### src/rtl/timer_pkg.sv
// Shared types and mm:ss arithmetic helpers for the panel countdown timer.
package timer_pkg;

    typedef enum logic [1:0] {
        IDLE  = 2'd0,
        RUN   = 2'd1,
        PAUSE = 2'd2
    } timer_state_e;

    localparam logic [6:0]  SEC_MAX = 7'd59;
    localparam int unsigned BCD_W   = 4;

    typedef struct packed {
        logic [6:0] mm;
        logic [6:0] ss;
    } mmss_t;

    // Add add_sec seconds with carry into minutes, saturating at max_min:59.
    function automatic mmss_t mmss_sat_add(input mmss_t t, input logic [6:0] add_sec,
                                           input logic [6:0] max_min);
        logic [7:0] ss_sum;
        logic [7:0] mm_sum;
        mmss_t      r;
        ss_sum = {1'b0, t.ss} + {1'b0, add_sec};
        if (ss_sum >= 8'd60) begin
            ss_sum = ss_sum - 8'd60;
            mm_sum = {1'b0, t.mm} + 8'd1;
        end else begin
            mm_sum = {1'b0, t.mm};
        end
        if (mm_sum > {1'b0, max_min}) begin
            r.mm = max_min;
            r.ss = SEC_MAX;
        end else begin
            r.mm = mm_sum[6:0];
            r.ss = ss_sum[6:0];
        end
        return r;
    endfunction

    // One-second decrement with borrow from minutes; 00:00 stays 00:00.
    function automatic mmss_t mmss_dec(input mmss_t t);
        mmss_t r;
        if (t.ss != 7'd0) begin
            r.mm = t.mm;
            r.ss = t.ss - 7'd1;
        end else if (t.mm != 7'd0) begin
            r.mm = t.mm - 7'd1;
            r.ss = SEC_MAX;
        end else begin
            r.mm = 7'd0;
            r.ss = 7'd0;
        end
        return r;
    endfunction

endpackage

### src/rtl/bin_to_bcd99.sv
// Combinational 0..99 binary to two BCD digits for the seven-segment driver.
module bin_to_bcd99
    import timer_pkg::*;
(
    input  logic [6:0]       bin,
    output logic [BCD_W-1:0] tens,
    output logic [BCD_W-1:0] units
);

    // Split the value into tens and units digits.
    always_comb begin
        tens  = 4'(bin / 7'd10);
        units = 4'(bin % 7'd10);
    end

endmodule

### src/rtl/countdown_timer_ctl.sv
// mm:ss countdown controller: button edge detection, IDLE/RUN/PAUSE control,
// 1 s tick-enable, +ADD_SEC, one-shot expiry pulse and BCD digit outputs.
module countdown_timer_ctl
    import timer_pkg::*;
#(
    parameter int unsigned TICK_COUNT = 100_000_000,
    parameter int unsigned MAX_MIN    = 99,
    parameter int unsigned ADD_SEC    = 30
)
(
    input  logic             clock,
    input  logic             reset,
    input  logic             start,
    input  logic             stop,
    input  logic             pause,
    input  logic             add_time,
    input  logic [6:0]       min,
    input  logic [6:0]       sec,
    output logic             done,
    output logic             running,
    output logic             paused,
    output logic             finished,
    output logic [BCD_W-1:0] min_dec,
    output logic [BCD_W-1:0] min_uni,
    output logic [BCD_W-1:0] sec_dec,
    output logic [BCD_W-1:0] sec_uni
);

    localparam logic [6:0]  MAX_MIN_C   = 7'(MAX_MIN);
    localparam logic [6:0]  ADD_SEC_C   = 7'(ADD_SEC);
    localparam logic [31:0] TICK_LAST_C = 32'(TICK_COUNT - 32'd1);

    localparam int unsigned E_STOP  = 0;
    localparam int unsigned E_PAUSE = 1;
    localparam int unsigned E_START = 2;
    localparam int unsigned E_ADD   = 3;

    logic [3:0]   lvl_s;
    logic [3:0]   lvl_cur_r;
    logic [3:0]   lvl_prev_r;
    logic         armed_r;
    logic [3:0]   edge_s;

    timer_state_e state_r;
    timer_state_e state_s;
    logic [6:0]   min_r;
    logic [6:0]   min_s;
    logic [6:0]   sec_r;
    logic [6:0]   sec_s;
    logic [31:0]  tick_cnt_r;
    logic [31:0]  tick_cnt_s;
    logic         finished_r;
    logic         finished_s;

    logic [6:0]   preset_min_s;
    logic [6:0]   preset_sec_s;
    logic         tick_s;
    mmss_t        work_s;

    assign lvl_s  = {add_time, start, pause, stop};
    assign edge_s = lvl_cur_r & ~lvl_prev_r;
    assign tick_s = (tick_cnt_r == TICK_LAST_C);

    // Edge-detector history; the first sample after reset primes both stages
    // so a button already held through reset produces no edge.
    always_ff @(posedge clock or posedge reset) begin
        if (reset) begin
            lvl_cur_r  <= 4'b0000;
            lvl_prev_r <= 4'b0000;
            armed_r    <= 1'b0;
        end else begin
            lvl_cur_r  <= lvl_s;
            lvl_prev_r <= armed_r ? lvl_cur_r : lvl_s;
            armed_r    <= 1'b1;
        end
    end

    // Clamp the preset switches to the displayable range.
    always_comb begin
        if (min > MAX_MIN_C) begin
            preset_min_s = MAX_MIN_C;
        end else begin
            preset_min_s = min;
        end
        if (sec > SEC_MAX) begin
            preset_sec_s = SEC_MAX;
        end else begin
            preset_sec_s = sec;
        end
    end

    // Next-state, remaining-time and tick-counter decisions.
    always_comb begin
        state_s    = state_r;
        min_s      = min_r;
        sec_s      = sec_r;
        tick_cnt_s = tick_cnt_r;
        finished_s = 1'b0;
        work_s     = {min_r, sec_r};
        case (state_r)
            IDLE: begin
                min_s = preset_min_s;
                sec_s = preset_sec_s;
                if (edge_s[E_START]) begin
                    state_s    = RUN;
                    tick_cnt_s = 32'd0;
                    if ((preset_min_s == 7'd0) && (preset_sec_s == 7'd0)) begin
                        sec_s = ADD_SEC_C;
                    end else begin
                        sec_s = preset_sec_s;
                    end
                end else begin
                    state_s = IDLE;
                end
            end
            RUN: begin
                if (tick_s) begin
                    tick_cnt_s = 32'd0;
                end else begin
                    tick_cnt_s = tick_cnt_r + 32'd1;
                end
                if (edge_s[E_STOP]) begin
                    state_s = IDLE;
                end else begin
                    // add first, then the tick decrement sees the sum
                    if (edge_s[E_ADD] && !edge_s[E_PAUSE]) begin
                        work_s = mmss_sat_add(work_s, ADD_SEC_C, MAX_MIN_C);
                    end else begin
                        work_s = {min_r, sec_r};
                    end
                    if (tick_s) begin
                        work_s = mmss_dec(work_s);
                    end else begin
                        work_s = work_s;
                    end
                    min_s = work_s.mm;
                    sec_s = work_s.ss;
                    // reaching zero beats a coincident pause
                    if (tick_s && (work_s.mm == 7'd0) && (work_s.ss == 7'd0)) begin
                        state_s    = IDLE;
                        finished_s = 1'b1;
                    end else if (edge_s[E_PAUSE]) begin
                        state_s = PAUSE;
                    end else begin
                        state_s = RUN;
                    end
                end
            end
            PAUSE: begin
                if (edge_s[E_STOP]) begin
                    state_s = IDLE;
                end else if (edge_s[E_PAUSE] || edge_s[E_START]) begin
                    state_s = RUN;
                end else if (edge_s[E_ADD]) begin
                    work_s = mmss_sat_add(work_s, ADD_SEC_C, MAX_MIN_C);
                    min_s  = work_s.mm;
                    sec_s  = work_s.ss;
                end else begin
                    state_s = PAUSE;
                end
            end
            default: begin
                state_s    = IDLE;
                tick_cnt_s = 32'd0;
            end
        endcase
    end

    // Control state, remaining time, tick counter and expiry pulse registers.
    always_ff @(posedge clock or posedge reset) begin
        if (reset) begin
            state_r    <= IDLE;
            min_r      <= 7'd0;
            sec_r      <= 7'd0;
            tick_cnt_r <= 32'd0;
            finished_r <= 1'b0;
        end else begin
            state_r    <= state_s;
            min_r      <= min_s;
            sec_r      <= sec_s;
            tick_cnt_r <= tick_cnt_s;
            finished_r <= finished_s;
        end
    end

    assign done     = (state_r == IDLE);
    assign running  = (state_r == RUN);
    assign paused   = (state_r == PAUSE);
    assign finished = finished_r;

    bin_to_bcd99 u_min_bcd (
        .bin   (min_r),
        .tens  (min_dec),
        .units (min_uni)
    );

    bin_to_bcd99 u_sec_bcd (
        .bin   (sec_r),
        .tens  (sec_dec),
        .units (sec_uni)
    );

endmodule
### config.mk
export PLATFORM = sky130hd
export DESIGN_NAME = countdown_timer_ctl
export DESIGN_NICKNAME = d
export VERILOG_FILES = /design/src/rtl/timer_pkg.sv /design/src/rtl/bin_to_bcd99.sv /design/src/rtl/countdown_timer_ctl.sv
export SDC_FILE = /design/constraint.sdc
export NUM_CORES = 1
export LEC_CHECK = 0
export ABC_CLOCK_PERIOD_IN_PS = 15160
export BUFFER_PORTS_ARGS = -buffer_cell sky130_fd_sc_hd__buf_4
export CORE_ASPECT_RATIO = 1.5
export CORE_MARGIN = 2
export CORE_UTILIZATION = 45
export DETAILED_ROUTE_END_ITERATION = 8
export PLACE_DENSITY = 0.66
export SYNTH_ARGS = -nofsm -noshare
export SYNTH_HDL_FRONTEND = slang
export SYNTH_SLANG_ARGS = --single-unit
### constraint.sdc
create_clock -name clock -period 15.16 [get_ports clock]
set_input_delay 3.032 -clock clock [delete_from_list [all_inputs] [get_ports clock]]
set_output_delay 3.032 -clock clock [all_outputs]
set_load 0.01 [all_outputs]
# Word level (Yosys, flattened, before mapping)
# Cells that the tools add are included.
# Widths: inputs -> output; s select.
totals:
  ff_bits: 58
  input_bits: 20
  out_inout_bits: 20
op_classes:
  n_addsub: 6
  div: 4
  n_lt_le_gt_ge: 5
  eq_ne: 9
  n_mux: 48
  bitwise_logic: 3
  n_reduce_logical: 16
ops:
  columns: ["operator", "n"]
  rows:
  - ["$mux 14", 10]
  - ["$pmux 32 s3", 1]
  - ["$mux 7", 13]
  - ["$mux 32", 2]
  - ["$mux 8", 8]
  - ["$pmux 7 s3", 2]
  - ["$add 32x1->32 const B", 1]
  - ["$eq 32x27->1 const B", 1]
  - ["$logic_not 7->1", 4]
  - ["$gt 8x7->1 const B", 2]
  - ["$div 7x4->7 const B", 2]
  - ["$mod 7x4->7 const B", 2]
  - ["$reduce_bool 7->1", 2]
  - ["$sub 7x1->7 const B", 2]
  - ["$mux 2", 6]
  - ["$add 7x1->8 const B", 1]
  - ["$add 7x5->8 const B", 1]
  - ["$ge 8x6->1 const B", 1]
  - ["$gt 7x6->1 const B", 1]
  - ["$gt 7x7->1 const B", 1]
  - ["$sub 7x6->7 const B", 1]
  - ["$ne 2x2->1 const B", 3]
  - ["$pmux 2 s3", 1]
  - ["$reduce_and 5->1", 1]
  - ["15 further kinds", 22]

# Logic depth before layout (Yosys ltp)
# Gate-level depths: netlist of run 1.
depth:
  depth_word: 24
  mapped_depth: 25
  depth_no_buf: 20

# By module
# A second synthesis of run 1 with hierarchy kept.
hier_totals:
  hier_cells: 699
  hier_area_um2: 5660.4
modules_own_cells:
  columns: ["module", "n_inst", "cells_each", "area_per_inst_um2", "seq_area_each_um2"]
  rows:
  - ["countdown_timer_ctl", 1, 587, 4792.1, 1451.4]
  - ["bin_to_bcd99", 2, 56, 434.2, 0.0]

# Worst setup path after synthesis of run 1
# No wires, ideal clock.
synth_timing:
  kind: "register -> output"
  startpoint: "register sec_r[1]"
  endpoint: "output sec_uni[2]"
  arrival_ns: 3.906
  required_ns: 12.128
  path_slack_ns: 8.222
  path_stages_with_launch: 18
  path_buffers: 2
  path_cell_list: "dfrtp_1 clkbuf_1 inv_1 ha_1 buf_1 nand2b_1 o21a_1 maj3_1 a21oi_1 a21oi_1 xor2_1 a21boi_0 mux2_2 ha_1 a21bo_2 nand2_1 a31o_2 mux2i_1"
synth_via:
  elab_chain_cells: 1
synth_lines:
  columns: ["item", "line_no", "source"]
  rows:
  - ["start, declared", "countdown_timer_ctl.sv:48", "logic [6:0] sec_r;"]
  - ["start signal, assigned", "countdown_timer_ctl.sv:180", "sec_r <= sec_s;"]
  - ["$mod 7x4->7", "bin_to_bcd99.sv:13", "units = 4'(bin % 7'd10);"]
  - ["end, declared", "countdown_timer_ctl.sv:26", "output logic [BCD_W-1:0] sec_uni"]
# No other way between the ends.

# Worst setup path in the final report of run 1
# Same ends and word-level chain as after synthesis.

==> impl_results.md, run 1 <==
* Tcrit/Tclk final at 0.512
* Commonest non-fill, non-tap cell in the layout: nand2_1
* Synth unique cells at 75
* Critical Path End Type: primary output
* CTS tree: yes
* Most frequent cells in the layout: 85 x nand2_1, 69 x nor2_1, 68 x o21ai_0, 58 x dfrtp_1, 52 x a21oi_1
* Hold Startpoint: tick_cnt_r[3]$_DFFE_PP0P_
* R2R Path Start: sec_r[1]$_DFFE_PP0P_
* Type of the most critical hold path: reg2reg
* Unrepaired setup endpoints after global routing: false
* Post-cts sizing count at 0
* Reg-to-reg slack, setup at 8.65 ns
* Share of the synthesized area in the top cell type at 0.264
* Worst-margin pin slew at 1.17 ns
* Grt ovf at 0
* Routed via count at 5661
* Met3 usage in global routing at 0.0303
* Largest net degree at the start of global routing at 59
* Root Buffer: clkbuf_16
* GRT Total Usage at 0.243
* Top FF cell, synth: dfrtp_1
* Dominant cell type by area after synthesis: dfrtp_1
* Sequential Power Share at 0.202
* Fin util at 0.515
* CP max FO at 13
* VDD IR max at 86.8 uV
* Via density at 6.26
* Final Hold Fails at 0
* Core region area at 12000 um^2
* Die outline width at 94.2 um
* Drt drc at 0
* Post-synth EDFFs at 0
* Initial antenna violation count at 0
* H-Tree Depth at 3
* First-pass GRT wire length at 26.0 mm
* Routing usage on met2 at 0.419
* Critical Path Max Stage Delay at 0.52 ns
* Met1 Use GR at 0.288
* Max-slew violations at 0
* Post-CTS Hold Buffers at 0
* F_max at 129 MHz
* Post-CTS Setup Bufs at 0
* CP arrival at 4.73 ns
* WP buf/inv at 2
* Total chip power at 0.00123 W
* Final min period at 7.76 ns
* Flops & latches, synth at 58
* PortBufs at 39
* CP cell instances: inv_1, ha_1, nand2b_1, o21a_1, maj3_1, a21oi_1, a21oi_1, xor2_1, a21boi_0, mux2_2, ha_1, a21bo_2, a211oi_1, a31o_2, mux2i_1, buf_4
* CP Launch Point: sec_r[1]$_DFFE_PP0P_
* Internal power at 0.000637 W
* Post-route ant nets at 0
* Clk_skew at 0.00812 ns
* Initial Util at 0.459
* Sink Count at 58
* PwrDens at 201 nW/um^2
* Syn Nets at 771
* WL final at 16.0 mm
* Async SR Flop Fraction at 1.00
* Final setup fails at 0
* Total negative slack at 0 ns
* Final nets at 786
* Crit Path Class: reg2out
* Area growth, synth to finish at 12.2%
* Ant diodes at 0
* Post-synthesis sequential area ratio at 0.264
* Synth warn at 0
* GPL Wtd Cong at 0.973
* Slew HR at 0.220
* Layout cell share with drive strength beyond 1 at 0.114
* Cell family with most CP delay: compound AO/OA/AOI/OAI gates
* Site Rows at 49
* Ports at 40
* Clock Latency Late Sink at 0.33 ns
* Chip height at 139 um
* DRT Pass-1 Iters at 6
* Avg Cell Area, Syn at 7.50 um^2
* Slowest-stage cell, CP: dfrtp_1
* Post-DP HPWL at 11.6 mm
* Top area cells in the synthesized netlist: dfrtp_1 26%, o21ai_0 6.2%, nand2_1 5.8%, a21oi_1 4.7%, nor2_1 4.7%
* Clock power frac at 0.176
* Vias in the first global route at 5336
* TritonCTS buffer count at 9
* Busiest grt layer: met2
* Leakage power at 2.50 nW
* Synthesized instance count at 732
* CTS max path bufs at 2
* Die ar. at 13100 um^2
* Status: finished clean
* First-iteration detailed-routing DRC count at 386
* NetSw at 0.000598 W
* Cell Area, Synth at 5490 um^2
* Combinational group share of total power at 0.621
* Switching Share at 0.484
* Clk slew on worst S/H paths at 0.05 ns
* CP startpoint kind: flip-flop
* Maxcap violations at 0
* Critical Path RT at 12.13 ns
* Wire per inst at 17.7 um
-- cell usage after synthesis, types with 9 or more instances --
cell type	instances
nand2_1	85
nor2_1	69
o21ai_0	68
dfrtp_1	58
a21oi_1	52
nand3_1	34
clkbuf_1	30
nor3_1	30
inv_1	24
ha_1	19
xnor2_1	17
nand2b_1	14
and3_1	13
mux2_2	10
nand4_1	10
xor2_1	10
nor2b_1	9
o22ai_1	9
o31ai_1	9
or3_1	9
-- metal layers --
layer	share of wire	routed length, um
met4	0.052	835
met5	0	0
met2	0.51	8240
met3	0.036	579
met1	0.40	6350
-- flip-flops by register name, indices dropped and copies added, names as in the netlist --
register / count
tick_cnt_r: 32
min_r: 7
sec_r: 7
lvl_cur_r: 4
lvl_prev_r: 4
state_r: 2
armed_r: 1
finished: 1
-- power by group through the flow --
stage	clock, W	combinational, W	sequential (W)
floorplan	0	0.000590	0.000197
global placement	0	0.000742	0.000248
detailed placement	0	0.000755	0.000251
CTS	0.000218	0.000759	0.000248
global route	0.000228	0.000841	0.000258
finish	0.000217	0.000767	0.000250
-- path summary, 6_finish.rpt --
check                                       endpoint  depth (start not counted)
setup / recovery                          sec_uni[2]                         16
hold / removal             tick_cnt_r[3]$_DFFE_PP0P_                          1
setup reg to reg                sec_r[0]$_DFFE_PP0P_                         19
hold reg to reg            tick_cnt_r[3]$_DFFE_PP0P_                          1
max in group asynchronous       sec_r[6]$_DFFE_PP0P_                          3
min in group asynchronous    lvl_prev_r[1]$_DFF_PP0_                          3
-- area by class of cell --
class | count | area (um^2)
clock buffer | 11 | 233
timing repair buffer | 45 | 338
tap | 153 | 191
sequential | 58 | 1450
clock inverter | 5 | 78.8
multi-input combinational | 609 | 3770
inverter | 24 | 90.1
fill | 1187 | 5800
-- stage by stage --
stage               instances  instance area [um^2]  hold slack (ns)  setup WS (ns)
floorplan                 732                  5490            0.469           8.22
global route              905                  6160            0.535           7.01
CTS                       905                  6160            0.511           7.46
detailed placement        889                  5850            0.502           7.83
global placement          889                  5850            0.493           8.06
finish                    905                  6160            0.516           7.40
-- cell families after synthesis --
logic type	after synthesis	share of synthesized area
compound gates	235	0.285
xor+xnor	27	0.0431
fa+ha+maj	21	0.0470
buf+inv	65	0.0479
flops	58	0.264
mux	19	0.0378
other cells	1	0.000683
simple gates	306	0.274
Note: power is estimated with default switching activity, not from simulation.
==> run 2, diff against run 1 <==
Settings changed: ABC_CLOCK_PERIOD_IN_PS 15160 to 7800.
Clock period 15.16 ns to 7.8 ns, I/O delays scaled along.
==> run 2 against run 1 <==
Net effect:
- flip-flop and latch count did not move
- critical path depth did not move
- count of clock-buffer cells in the layout fell by 2
- clock power rose by 83%
- sequential share of layout area barely moved
- first-iteration DRC count fell by 6.7%
- critical path type unchanged
==> impl_results.md, run 2 (same netlist as run 1, synthesis figures left out) <==
* Sink Count at 58
* Post-cts sizing count at 0
* Site Rows at 49
* Reg2Reg Depth at 20
* CTS tree: yes
* Post-CTS Setup Bufs at 0
* Final worst slack at 1.57 ns
* VDD IR max at 204 uV
* Total negative slack at 0 ns
* Status: finished clean
* Sequential Power Share at 0.204
* Critical Path RT at 6.24 ns
* WL final at 16.1 mm
* Maxcap violations at 0
* Leakage power at 2.48 nW
* Multi-input logic area at 3770 um^2
* Post-place setup slack at 1.65 ns
* Largest net degree at the start of global routing at 59
* PortBufs at 39
* Most frequent cells in the layout: 85 x nand2_1, 69 x nor2_1, 68 x o21ai_0, 58 x dfrtp_1, 52 x a21oi_1
* GPL Wtd Cong at 0.909
* Largest register FFs at 32
* Top flop regs: tick_cnt_r: 32 flops, min_r: 7 flops, sec_r: 7 flops
* CP startpoint kind: flip-flop
* Clk slew on worst S/H paths at 0.05 ns
* Ant diodes at 0
* Die ar. at 13100 um^2
* Sequential cell area at 1450 um^2
* Final min period at 6.23 ns
* CP Launch Point: sec_r[1]$_DFFE_PP0P_
* Clock Latency Late Sink at 0.34 ns
* Clk_skew at 0.00926 ns
* Layout cell share with drive strength beyond 1 at 0.117
* Commonest non-fill, non-tap cell in the layout: nand2_1
* Biggest register: tick_cnt_r
* Post-route ant nets at 0
* Tcrit/Tclk final at 0.799
* Slew HR at 0.232
* Internal power at 0.00121 W
* TritonCTS buffer count at 9
* H-Tree Depth at 3
* Fin util at 0.514
* Crit Path Class: reg2out
* Via density at 6.17
* Area growth, synth to finish at 12.0%
* CTS max path bufs at 2
* Clock power frac at 0.166
* Initial Util at 0.459
* Worst-margin pin slew at 1.15 ns
* DRT Pass-1 Iters at 5
* GRT Total Usage at 0.258
* Critical R2R Capture: state_r[1]$_DFFE_PP0P_
* First-iteration detailed-routing DRC count at 360
* Worst setup path end: sec_uni[1]
* Combinational group share of total power at 0.630
* Post-CTS Hold Buffers at 0
* Grt ovf at 0
* Final Hold Fails at 0
* CP arrival at 4.67 ns
* Drt drc at 0
* Wire per inst at 17.8 um
* Fill cells at 1191
* Core region area at 12000 um^2
* R2R Path Start: sec_r[1]$_DFFE_PP0P_
* Vias in the first global route at 5566
* Type of the most critical hold path: reg2reg
* Max-slew violations at 0
* Unrepaired setup endpoints after global routing: false
* PwrDens at 388 nW/um^2
* Final nets at 786
* Initial antenna violation count at 0
* Chip height at 139 um
* Ports at 40
* NetSw at 0.00118 W
* Critical Path End Type: primary output
* Final setup fails at 0
* CP max FO at 13
* Switching Share at 0.493
* Post-DP HPWL at 12.2 mm
* Root Buffer: clkbuf_16
* F_max at 161 MHz
* Total chip power at 0.00238 W
* Reg-to-reg slack, setup at 1.58 ns
* Die outline width at 94.2 um
* Routed via count at 5585
* First-pass GRT wire length at 27.1 mm
[run 2: cell count changes in the layout (fill, tap and decap cells not counted), sizes merged]
cell	before	now
bufinv	2	1
clkbuf	11	9
clkinv	3	2
clkinvlp	0	3
inv	24	25
[run 2: power by group through the flow]
stage                     clock network [W]  logic [W]  registers [W]
after floorplan                           0    0.00115       0.000383
after global routing               0.000419    0.00167       0.000502
after CTS                          0.000407    0.00150       0.000483
after global placement                    0    0.00147       0.000487
final                              0.000397    0.00150       0.000486
after detailed placement                  0    0.00149       0.000489
[run 2: worst min-delay path by stage]
stage	startpoint	endpoint	slack (ns)	cells after the start
after floorplan	tick_cnt_r[3]$_DFFE_PP0P_	tick_cnt_r[3]$_DFFE_PP0P_	0.47	1
after global placement	lvl_cur_r[1]$_DFF_PP0_	lvl_prev_r[1]$_DFF_PP0_	0.49	1
after detailed placement	lvl_cur_r[1]$_DFF_PP0_	lvl_prev_r[1]$_DFF_PP0_	0.51	1
after CTS	lvl_cur_r[1]$_DFF_PP0_	lvl_prev_r[1]$_DFF_PP0_	0.52	1
after global routing	tick_cnt_r[5]$_DFFE_PP0P_	tick_cnt_r[5]$_DFFE_PP0P_	0.55	1
final	lvl_cur_r[1]$_DFF_PP0_	lvl_prev_r[1]$_DFF_PP0_	0.52	1
[run 2: through the flow]
step / instance area, um^2 / hold WS (ns) / instances
2_1_floorplan: 5490 / 0.469 / 732
3_3_place_gp: 5850 / 0.492 / 889
3_5_place_dp: 5850 / 0.509 / 889
4_1_cts: 6150 / 0.521 / 905
5_1_grt: 6150 / 0.547 / 905
6_report: 6150 / 0.515 / 905
[run 2: routing by layer]
| metal | track usage | vias up | part of all wire |
|---|---|---|---|
| met5 | 0 | - | 0 |
| met4 | 0.143 | 0 | 0.053 |
| met3 | 0.0341 | 51 | 0.033 |
| met2 | 0.456 | 135 | 0.53 |
| met1 | 0.292 | 2657 | 0.39 |
| li1 | - | 2742 | - |
[run 2: layout make-up]
cell class                      instances  area share
Clock buffer                            9      0.0366
Clock inverter                          7      0.0128
Inverter                               24      0.0146
Multi-Input combinational cell        609       0.614
Sequential cell                        58       0.236
Tap cell                              153      0.0311
Timing Repair Buffer                   45      0.0549
[run 2: critical path, stage by stage (launching register included)]
cell	delay (ns)
dfrtp_1	0.51
inv_1	0.24
ha_1	0.46
nand2b_1	0.27
o21a_1	0.24
maj3_1	0.34
a21oi_1	0.20
a21oi_1	0.11
xor2_1	0.35
a21boi_0	0.17
mux2_2	0.31
ha_1	0.25
a21bo_2	0.23
a211oi_1	0.06
a31o_2	0.27
xnor2_1	0.17
buf_4	0.15
